===== config.mk =====
export PLATFORM = sky130hd
export DESIGN_NAME = minmax_dist_engine_flat
export DESIGN_NICKNAME = d
export VERILOG_FILES = /design/src/rtl/minmax_dist_engine_if.sv /design/src/rtl/minmax_dist_engine.sv /design/src/flat_wrapper.sv
export SDC_FILE = /design/constraint.sdc
export NUM_CORES = 1
export LEC_CHECK = 0
export BUFFER_PORTS_ARGS = -buffer_cell sky130_fd_sc_hd__buf_4
export CAP_MARGIN = 15
export CELL_PAD_IN_SITES_DETAIL_PLACEMENT = 1
export CELL_PAD_IN_SITES_GLOBAL_PLACEMENT = 1
export CORE_AREA = 3 3 263 265
export CTS_CLUSTER_SIZE = 14
export DETAILED_ROUTE_END_ITERATION = 8
export DIE_AREA = 0 0 266 268
export MAX_ROUTING_LAYER = met4
export PLACE_DENSITY_LB_ADDON = 0.05
export SLEW_MARGIN = 10
export SYNTH_ARGS = -nofsm -noshare
export SYNTH_HDL_FRONTEND = slang
export SYNTH_SLANG_ARGS = --single-unit

===== constraint.sdc =====
create_clock -name clk -period 6.9 [get_ports clk]
set_input_delay 0.69 -clock clk [delete_from_list [all_inputs] [get_ports clk]]
set_output_delay 0.69 -clock clk [all_outputs]
set_load 0.1 [all_outputs]

===== src/rtl/minmax_dist_engine_if.sv =====
// Start/done handshake and byte-wide data-memory port of the min/max distance engine.
interface minmax_dist_engine_if #(
   parameter int unsigned AW = 8
);
   logic          start;
   logic          done;
   logic          busy;
   logic [AW-1:0] mem_addr;
   logic [7:0]    mem_rdata;
   logic [7:0]    mem_wdata;
   logic          mem_we;

   modport master (output start, mem_rdata,
                   input  done, busy, mem_addr, mem_wdata, mem_we);
   modport slave  (input  start, mem_rdata,
                   output done, busy, mem_addr, mem_wdata, mem_we);
endinterface


===== src/rtl/minmax_dist_engine.sv =====
// Loads N_VALS signed 16-bit values, scans all unordered pairs for min/max |a-b|, writes results back.
// Optional MINMAX_LOC_EN also records and writes the (j,k) indices of the winning pairs.
module minmax_dist_engine #(
   parameter int unsigned N_VALS    = 32,
   parameter int unsigned BASE_ADDR = 0,
   parameter int unsigned RES_ADDR  = 66,
   parameter int unsigned AW        = 8
) (
   input  logic                  clk,
   input  logic                  rst_n,
   minmax_dist_engine_if.slave   bus
);
   localparam int unsigned NB  = N_VALS * 2;
   localparam int unsigned BCW = $clog2(NB);
   localparam int unsigned IW  = $clog2(N_VALS);
`ifdef MINMAX_LOC_EN
   localparam int unsigned N_WR = 8;
`else
   localparam int unsigned N_WR = 4;
`endif
   localparam int unsigned WCW = $clog2(N_WR + 1);

   typedef enum logic [2:0] {IDLE, LOAD, SCAN, WR, DONE} state_t;

   state_t             state_q;
   logic [BCW-1:0]     byte_q;
   logic [7:0]         hi_q;
   logic [IW-1:0]      j_q, k_q;
   logic [WCW-1:0]     wr_q;
   logic [15:0]        min_q, min_d, max_q, max_d;
   logic               done_q, busy_q, we_q;
   logic [AW-1:0]      addr_q;
   logic [7:0]         wdata_q;
   logic signed [15:0] vals_q [N_VALS];
   logic signed [16:0] diff_c;
   logic [15:0]        dist_c;
   logic               min_upd_c, max_upd_c, last_pair_c;
   logic [7:0]         res_c [8];
`ifdef MINMAX_LOC_EN
   logic [IW-1:0]      min_j_q, min_k_q, max_j_q, max_k_q;
   logic [IW-1:0]      min_j_d, min_k_d, max_j_d, max_k_d;
`endif

   assign bus.done      = done_q;
   assign bus.busy      = busy_q;
   assign bus.mem_we    = we_q;
   assign bus.mem_addr  = addr_q;
   assign bus.mem_wdata = wdata_q;

   // Operand cache; a value is complete when its low (odd) byte arrives.
   always_ff @(posedge clk) begin
      if (state_q == LOAD && byte_q[0])
         vals_q[byte_q[BCW-1:1]] <= {hi_q, bus.mem_rdata};
   end

   // Pair distance and next min/max; the *_d values already include the pair in flight.
   always_comb begin
      diff_c      = {vals_q[j_q][15], vals_q[j_q]} - {vals_q[k_q][15], vals_q[k_q]};
      dist_c      = diff_c[16] ? 16'(-diff_c) : diff_c[15:0];
      min_upd_c   = (state_q == SCAN) && (dist_c < min_q);
      max_upd_c   = (state_q == SCAN) && (dist_c > max_q);
      last_pair_c = (j_q == IW'(N_VALS - 2)) && (k_q == IW'(N_VALS - 1));
      min_d       = min_upd_c ? dist_c : min_q;
      max_d       = max_upd_c ? dist_c : max_q;
      for (int i = 0; i < 8; i++) res_c[i] = '0;
      res_c[0] = min_d[15:8];
      res_c[1] = min_d[7:0];
      res_c[2] = max_d[15:8];
      res_c[3] = max_d[7:0];
`ifdef MINMAX_LOC_EN
      min_j_d  = min_upd_c ? j_q : min_j_q;
      min_k_d  = min_upd_c ? k_q : min_k_q;
      max_j_d  = max_upd_c ? j_q : max_j_q;
      max_k_d  = max_upd_c ? k_q : max_k_q;
      res_c[4] = 8'(min_j_d);
      res_c[5] = 8'(min_k_d);
      res_c[6] = 8'(max_j_d);
      res_c[7] = 8'(max_k_d);
`endif
   end

   always_ff @(posedge clk or negedge rst_n) begin
      if (!rst_n) begin
         state_q <= IDLE;
         byte_q  <= '0;
         hi_q    <= '0;
         j_q     <= '0;
         k_q     <= '0;
         wr_q    <= '0;
         min_q   <= 16'hFFFF;
         max_q   <= '0;
         done_q  <= 1'b0;
         busy_q  <= 1'b0;
         we_q    <= 1'b0;
         addr_q  <= '0;
         wdata_q <= '0;
`ifdef MINMAX_LOC_EN
         min_j_q <= '0;
         min_k_q <= '0;
         max_j_q <= '0;
         max_k_q <= '0;
`endif
      end else begin
         min_q <= min_d;
         max_q <= max_d;
`ifdef MINMAX_LOC_EN
         min_j_q <= min_j_d;
         min_k_q <= min_k_d;
         max_j_q <= max_j_d;
         max_k_q <= max_k_d;
`endif
         case (state_q)
            IDLE: begin
               if (!bus.start) begin
                  state_q <= LOAD;
                  busy_q  <= 1'b1;
                  addr_q  <= AW'(BASE_ADDR);
                  byte_q  <= '0;
                  min_q   <= 16'hFFFF;
                  max_q   <= '0;
`ifdef MINMAX_LOC_EN
                  min_j_q <= '0;
                  min_k_q <= '0;
                  max_j_q <= '0;
                  max_k_q <= '0;
`endif
               end
            end
            LOAD: begin
               if (!byte_q[0]) hi_q <= bus.mem_rdata;
               if (byte_q == BCW'(NB - 1)) begin
                  state_q <= SCAN;
                  j_q     <= '0;
                  k_q     <= IW'(1);
               end else begin
                  byte_q <= byte_q + BCW'(1);
                  addr_q <= addr_q + AW'(1);
               end
            end
            SCAN: begin
               if (last_pair_c) begin
                  state_q <= WR;
                  we_q    <= 1'b1;
                  addr_q  <= AW'(RES_ADDR);
                  wdata_q <= res_c[0];
                  wr_q    <= WCW'(1);
               end else if (k_q == IW'(N_VALS - 1)) begin
                  j_q <= j_q + IW'(1);
                  k_q <= j_q + IW'(2);
               end else begin
                  k_q <= k_q + IW'(1);
               end
            end
            WR: begin
               if (wr_q == WCW'(N_WR)) begin
                  state_q <= DONE;
                  we_q    <= 1'b0;
                  done_q  <= 1'b1;
                  busy_q  <= 1'b0;
               end else begin
                  addr_q  <= AW'(RES_ADDR) + AW'(wr_q);
                  wdata_q <= res_c[3'(wr_q)];
                  wr_q    <= wr_q + WCW'(1);
               end
            end
            DONE: begin
               if (bus.start) begin
                  state_q <= IDLE;
                  done_q  <= 1'b0;
               end
            end
            default: state_q <= IDLE;
         endcase
      end
   end
endmodule


===== src/flat_wrapper.sv =====
// flat-port wrapper written by rule: the top's interface ports become plain ports
module minmax_dist_engine_flat 
#(
   parameter int unsigned N_VALS    = 32,
   parameter int unsigned BASE_ADDR = 0,
   parameter int unsigned RES_ADDR  = 66,
   parameter int unsigned AW        = 8
)
  (clk, rst_n, bus_start, bus_mem_rdata, bus_done, bus_busy, bus_mem_addr, bus_mem_wdata, bus_mem_we);
  minmax_dist_engine_if #(.AW(AW)) bus_i ();
  input  logic clk;
  input  logic rst_n;
  input wire logic [$bits(bus_i.start)-1:0] bus_start;
  input wire logic [$bits(bus_i.mem_rdata)-1:0] bus_mem_rdata;
  output wire logic [$bits(bus_i.done)-1:0] bus_done;
  output wire logic [$bits(bus_i.busy)-1:0] bus_busy;
  output wire logic [$bits(bus_i.mem_addr)-1:0] bus_mem_addr;
  output wire logic [$bits(bus_i.mem_wdata)-1:0] bus_mem_wdata;
  output wire logic [$bits(bus_i.mem_we)-1:0] bus_mem_we;
  assign bus_i.start = bus_start;
  assign bus_i.mem_rdata = bus_mem_rdata;
  assign bus_done = bus_i.done;
  assign bus_busy = bus_i.busy;
  assign bus_mem_addr = bus_i.mem_addr;
  assign bus_mem_wdata = bus_i.mem_wdata;
  assign bus_mem_we = bus_i.mem_we;
  minmax_dist_engine #(.N_VALS(N_VALS), .BASE_ADDR(BASE_ADDR), .RES_ADDR(RES_ADDR), .AW(AW)) u_core (.clk(clk), .rst_n(rst_n), .bus(bus_i));
endmodule

==> results of run 1 <==
[worst paths after layout]
kind | to
min reg2reg | u_core.bus.mem_addr[7]
max in group asynchronous | u_core.max_q[8]
min | u_core.bus.mem_addr[6]
max reg2reg | u_core.bus.mem_wdata[5]
max | u_core.bus.mem_wdata[5]
min in group clk | u_core.max_q[4]
[final cells by class]
class                      instances  area, um2
fill                            6358      29500
timing repair buffer             407       3700
tap                              873       1090
inverter                          54        206
multi-input combinational       1321      12700
clock buffer                      96       1980
clock inverter                    29        363
sequential                       593      17400
[cells in the mapped netlist (49+ instances only)]
cell / number
dfrtp_1: 65
mux2i_1: 189
ha_1: 57
inv_1: 53
edfxtp_1: 512
o221ai_1: 49
o22ai_1: 54
a21oi_1: 126
clkbuf_1: 103
o21ai_0: 106
nand2_1: 135
mux4_2: 168
nor2_1: 117
[cells by family (layout without fill, tap and decap cells)]
group / after synthesis / after routing
fa+ha+maj: 58 / 58
mux: 399 / 399
buf+inv: 200 / 586
compound gates: 474 / 474
flops: 593 / 593
xor+xnor: 30 / 30
simple gates: 360 / 360
[repair_timing]
| item | in CTS | in global routing |
|---|---|---|
| gates cloned | 1 | 2 |
| pin swaps | 31 | 64 |
| hold endpoints to repair | 0 | 0 |
| hold buffers | 0 | 0 |
| setup buffers | 30 | 33 |
| setup endpoints to repair | 40 | 35 |
| resized for setup | 93 | 127 |
[worst reg2reg max path: cells and delay by family (launching register included)]
kind	cells	cell delay (ps)
AO/OA/AOI/OAI	12	2790
adder cells (fa/ha/maj)	2	390
buffers and inverters	9	1190
flip-flops	1	500
multiplexers	2	560
AND/OR/NAND/NOR	6	1530
[placed cells by master (no fill, tap or decap), drive strengths merged, types with 10 or more instances in the layout]
cell type  netlist  routed
a211oi          28      28
a21o            16      16
a21oi          128     128
buf             43     404
clkbuf         103      98
clkinv           1      19
dfrtp           65      65
dfstp           16      16
edfxtp         512     512
ha              57      57
inv             53      54
mux2            42      42
mux2i          189     189
mux4           168     168
nand2          135     135
nand3           23      23
nand4           12      12
nor2           117     117
nor3            17      17
o211ai          17      17
o21ai          107     107
o221ai          49      49
o22ai           54      54
o31a            10      10
or3             10      10
xnor2           14      14
xor2            16      16
[metal layers]
metal | part of all wire, % | vias to the layer above | routed length [um]
met3 | 5.6 | 187 | 5860
met4 | 3.3 | 0 | 3480
met2 | 50 | 649 | 52700
li1 | - | 9112 | -
met1 | 41 | 11175 | 43100
met5 | 0 | - | 0
[power groups by stage]
| stage | clock [mW] | combinational, mW | sequential [mW] |
|---|---|---|---|
| 2_1_floorplan | 0 | 0.0244 | 4.00 |
| 3_3_place_gp | 0 | 0.0755 | 4.01 |
| 3_5_place_dp | 0 | 0.0790 | 4.01 |
| 4_1_cts | 3.87 | 0.0817 | 3.94 |
| 5_1_grt | 4.02 | 0.104 | 3.93 |
| 6_report | 3.80 | 0.0951 | 3.93 |
[sequential cells by signal, indices dropped and copies added, names as in the netlist]
register / cells
u_core.bus.mem_we: 1
u_core.bus.mem_wdata: 8
u_core.j_q: 5
u_core.min_q: 16
u_core.wr_q: 3
u_core.max_q: 16
u_core.state_q: 3
u_core.hi_q: 8
u_core.bus.done: 1
u_core.bus.mem_addr: 8
u_core.byte_q: 6
u_core.k_q: 5
u_core.bus.busy: 1
u_core.vals_q: 512
==> results by group, run 1 <==
Status
  • Outcome: finished with violations
  • Violated checks: setup timing

Global route
  • Grt total ovfl: 0
  • GRT Total Usage: 30.2%
  • Largest net degree at the start of global routing: 46
  • Busiest layer in global routing: met2
  • GRT met1 Usage: 38.4%
  • Global Route met2 Usage: 50.5%
  • Initial antenna violation count: 0
  • First-pass GRT wire length: 152000 um
  • Vias in the first global route: 22.3k
  • M3 GR Usage: 4.50%

Worst setup path
  • Launch point of the critical path: u_core.j_q[0]
  • Crit path DAT: 7560 ps
  • Critical path depth in cells: 31
  • CP most frequent cell: buf_12
  • Critical path endpoint category: flop
  • Critical Setup Path Class: reg -> reg
  • R2R cell count: 31
  • Worst Path Buf+Inv: 9
  • Required @ worst endpoint: 7390 ps
  • CP Max Fanout: 11
  • Setup slack, reg-to-reg: -170 ps
  • Crit path launch type: flop
  • R2r startpoint: u_core.j_q[0]
  • CP delay by family, top: compound AO/OA/AOI/OAI gates
  • CP max-delay cell: dfrtp_4
  • CP peak stage delay: roughly 500 ps

Power
  • Internal: 6.25 mW
  • Final Power: a little under 8 mW
  • Pwr Density: 209 nW/um2
  • Peak VDD IR: 0.000211 V
  • Flop pwr share: 50.2%
  • P_sw: 1.58 mW
  • Comb pwr share: 1.2%
  • Sw Share: 20.2%
  • Clk network pwr share: between 40% and 50%
  • Leak Pwr: 12.6 nW

Die
  • Die height: 268 um
  • Die footprint: 71300 um2
  • Cell row count: 95
  • Initial core utilization: 44.8%
  • Core Area: 67000 um2
  • Die Width: 266 um
  • I/O Pins: 30

Logic synthesis
  • Post-synth cell types: 72
  • Area contributors post-synth: edfxtp_1 (51%), mux4_2 (13%), mux2i_1 (6.3%), dfrtp_1 (5.4%), ha_1 (2.4%)
  • Syn Nets: 2183
  • Post-synthesis cell area: approximately 30000 um2
  • Primary FF master, synth: edfxtp_1
  • Average size of a mapped cell: about 14 um2
  • Combinational family with the most area after synthesis: multiplexers
  • #FFs+latches synth: 593
  • Synthesis Warnings: 0
  • Xor/xnor cell area share of the yosys netlist: less than 1%
  • Adder-cell share of the synthesized area: 2.44%
  • Post-Synth Simple-Gate Area: under 10%
  • Cells after Synth: ~2.1k
  • Mux cell area share after synthesis: 20.5%
  • Largest area contributor in the netlist: edfxtp_1
  • Seq/Total Area, Yosys: 58.1%
  • FFs w/ async S/R, synth: 13.7%
  • Post-synthesis compound-gate area fraction: between 10% and 20%
  • Synth top area share: 51.2%
  • Post-synth EDFFs: 512

Route
  • Via count: 21.1k
  • Routed vias/inst: 6.26
  • First-iteration detailed-routing DRC count: between 1.5k and 2k
  • First drt pass iteration count: 7
  • Avg WL per Cell: 31.2 um
  • Final wirelength: 105000 um
  • Final routed DRC violation total: 0
  • Routed Antenna Nets: 0

Final layout
  • Final instance area: 37500 um2
  • Layout cells sized above 1: approximately 37%
  • Util after Layout: 56.0%
  • Nets@finish: 2516
  • Final std cells w/o fill: 3373
  • ANT cells: 0
  • Area grow syn2layout: 25.1%

STA
  • Tightest Pin Transition: 1210 ps
  • Highest clock rate: 141 MHz
  • Unrepaired setup endpoints after global routing: true
  • Final period utilization: 102%
  • Setup ws final: -170 ps
  • Fin Setup TNS: -1030 ps
  • Clk_skew: roughly 18 ps
  • Rel. slew slack: a little under a fifth
  • Fin. max-slew vios: 0
  • Hold Vio Cnt, Final: 0
  • Min Hold Slack: 82.5 ps
  • Final setup viols: 9
  • Period minus WS final: between 7000 and 8000 ps

Clock tree
  • CTS Buf Count: 70
  • CTS root buf: clkbuf_16
  • Max clock buf depth: 3
  • CTS clk-pin slew, worst paths: 60 ps
  • H-tree Lvls: 3
  • Worst skew pair latency: 620 ps
  • CTS Sinks: 593
  • CTS tree: yes

Placement
  • Port bufs: 29
  • Placed cell area: 33700 um2
  • Worst slack at placement: -846 ps
  • Dpl cells: 3184
  • Gpl congestion: ~0.89
  • Detailed-placement wirelength estimate: ~68000 um

Worst hold path
  • HP Class: in -> async

Flow run
  • Max-Cap Viols: 0
No activity file was read; power rests on OpenSTA's default activity.
==> inputs of run 2 (changes only) <==
Settings changed: ABC_AREA from default to 1, CORE_AREA 3 3 263 265 to 3 3 268 270, DIE_AREA 0 0 266 268 to 0 0 271 273.
==> results by group, run 2 <==
Status
  • Outcome: completed

Final layout
  • Util after Layout: 50.5% (-5.5 points)
  • Nets@finish: 3438 (+37%)
  • Number of flip-flops in the largest register: 512 (unchanged)
  • ANT cells: 0 (unchanged)
  • Layout cells sized above 1: 9.80% (-27 points)
  • Most frequent cells in the layout: o21ai_0 (669), edfxtp_1 (512), nand2_1 (408), inv_1 (318), nor2_1 (290)
  • Area grow syn2layout: 12.7%
  • Filler instances: 7829 (+23%)
  • Most common cell after layout, fill and taps aside: o21ai_0

Global route
  • Initial antenna violation count: 0 (unchanged)
  • Vias in the first global route: 27.6k (+24%)
  • Largest net degree at the start of global routing: 128 (+180%)
  • First-pass GRT wire length: 174000 um (+15%)
  • GRT Total Usage: 32.2% (+2.0 points)
  • Grt total ovfl: 0 (unchanged)

Die
  • Cell row count: 97 (+2.1%)
  • Core Area: 69800 um2 (+4.1%)
  • Initial core utilization: 44.8% (+0.057 points)
  • Die Width: 271 um (+1.9%)
  • Die height: 273 um (+1.9%)
  • Die footprint: 74000 um2 (+3.8%)
  • I/O Pins: 30 (unchanged)

Logic synthesis
  • Syn Nets: 3482 (+60%)
  • Synth top cells by count: o21ai_0 (670), edfxtp_1 (512), nand2_1 (408)
  • Cells after Synth: 3413 (+61%)
  • Post-synthesis cell area: 31300 um2 (+4.2%)
  • Most common cell in the netlist: o21ai_0
  • FFs w/ async S/R, synth: 13.7% (unchanged)
  • Synthesis Warnings: 0 (unchanged)
  • Synth top area share: 49.2% (-2.1 points)
  • Post-synth cell types: 59 (-18%)
  • Average size of a mapped cell: 9.16 um2 (-35%)
  • Primary FF master, synth: edfxtp_1
  • Area contributors post-synth: edfxtp_1 (49%), o21ai_0 (11%), dfrtp_1 (5.2%), nand2_1 (4.9%), a21oi_1 (4.4%)
  • Largest area contributor in the netlist: edfxtp_1
  • Seq/Total Area, Yosys: 55.7% (-2.4 points)
  • Post-synth EDFFs: 512 (unchanged)
  • #FFs+latches synth: 593 (unchanged)

Clock tree
  • Post-CTS Hold Fix Bufs: 0 (unchanged)
  • CTS clk-pin slew, worst paths: 60 ps (about the same)
  • CTS root buf: clkbuf_16
  • Max clock buf depth: 3 (unchanged)
  • H-tree Lvls: 3 (unchanged)
  • Worst skew pair latency: 620 ps (about the same)
  • CTS tree: yes
  • CTS Buf Count: 71 (+1.4%)
  • CTS Sinks: 593 (unchanged)

Worst setup path
  • CP delay by family, top: compound AO/OA/AOI/OAI gates
  • Worst Path Buf+Inv: 5 (-4)
  • Required @ worst endpoint: 7440 ps (+50 ps)
  • CP max-delay cell: dfrtp_4
  • Crit path DAT: 6950 ps (-610 ps)
  • Crit path launch type: flop
  • CP peak stage delay: 680 ps (+180 ps)
  • Critical path endpoint category: flop
  • CP most frequent cell: o21ai_0
  • CP Max Fanout: 47 (+36)
  • Critical Setup Path Class: reg -> reg

Route
  • Via count: 27.0k (+28%)
  • First-iteration detailed-routing DRC count: 2793 (+50%)
  • Final wirelength: 119000 um (+13%)
  • Final routed DRC violation total: 0 (unchanged)
  • Routed Antenna Nets: 0 (unchanged)
  • Avg WL per Cell: 27.2 um (-13%)
  • Routed vias/inst: 6.20 (-0.95%)
  • First drt pass iteration count: 6 (-1)

Flow run
  • Max-Cap Viols: 0 (unchanged)

STA
  • Rel. slew slack: 19.8% (+0.60 points)
  • Final setup viols: 0 (-9)
  • Highest clock rate: 156 MHz (+10%)
  • Hold Vio Cnt, Final: 0 (unchanged)
  • Fin Setup TNS: 0 ps (+1030 ps)
  • Fin. max-slew vios: 0 (unchanged)
  • Clk_skew: 21.4 ps (+3.69 ps)
  • Unrepaired setup endpoints after global routing: false
  • Tightest Pin Transition: 1200 ps (-11.9 ps)
  • Period minus WS final: 6410 ps (-660 ps)
  • Final period utilization: 92.9% (-9.6 points)

Placement
  • Gpl congestion: 0.876 (-1.1%)
  • Port bufs: 29 (unchanged)
  • Detailed-placement wirelength estimate: 70700 um (+4.1%)

Worst hold path
  • HP Class: in -> async
==> run 2: cell count changes in the layout (fill, tap and decap cells not counted), sizes merged, moves of 161 or more <==
cell,delta
o21ai,+576
buf,-294
inv,+284
nand2,+283
nor2,+216
mux2i,-189
mux4,-168
o211ai,+161
==> run 2: path summary, 6_finish.rpt <==
kind / to / slack (ps) / start / depth (start not counted)
worst max-delay path: u_core.bus.mem_wdata[0] / 490 / u_core.k_q[0] / 31
min in group clk: u_core.state_q[2] / 380 / bus_start / 4
worst max register to register: u_core.bus.mem_wdata[0] / 490 / u_core.k_q[0] / 31
max in group asynchronous: u_core.max_q[12] / 5650 / rst_n / 2
worst min register to register: u_core.bus.mem_addr[7] / 470 / u_core.bus.mem_addr[7] / 1
worst min-delay path: u_core.hi_q[0] / 100 / rst_n / 1
==> run 2: final cells by class <==
class / count / area, um2 / area share, %
inverters: 341 / 1300 / 3.68
multi-input cells: 2250 / 11900 / 33.8
repair buffers: 112 / 1190 / 3.37
flip-flops and latches: 593 / 17400 / 49.5
clock inverters: 41 / 347 / 0.983
clock buffers: 83 / 1870 / 5.32
well taps: 940 / 1180 / 3.34
==> run 2: logic make-up after synthesis <==
family,Yosys count,share of synthesized area (%)
compound gates,1203,21.2
buf+inv,570,6.93
fa+ha+maj,58,2.34
mux,8,0.288
simple gates,969,13.1
flops,593,55.7
xor+xnor,12,0.420
==> run 2: what timing repair did <==
item / in CTS / in global routing
setup buffers: 0 / 5
gates resized for setup: 0 / 12
endpoints found under the setup margin: 0 / 9
==> run 2: through the flow <==
step	instance area [um2]	hold WS, ps	setup WS (ps)	std cells
after CTS	35000	96.7	306	4349
after global placement	32800	451	528	4225
after global routing	35300	108	95.6	4360
after detailed placement	32800	472	376	4225
after floorplan	31300	394	1330	3413
final	35300	99.0	490	4360
==> run 2: per-layer routing <==
metal  vias up  global-route usage (%)  routed length [um]
li1      11974                       -                   -
met1     13724                    41.1               49700
met2      1054                    52.1               56200
met3       292                    4.21                7370
met4         0                    13.5                5420
met5         -                       -                   0
Power of run 2 is left out: the tool's default activity adds up to more than one toggle a clock period on the data nets, which glitch-free logic cannot reach.
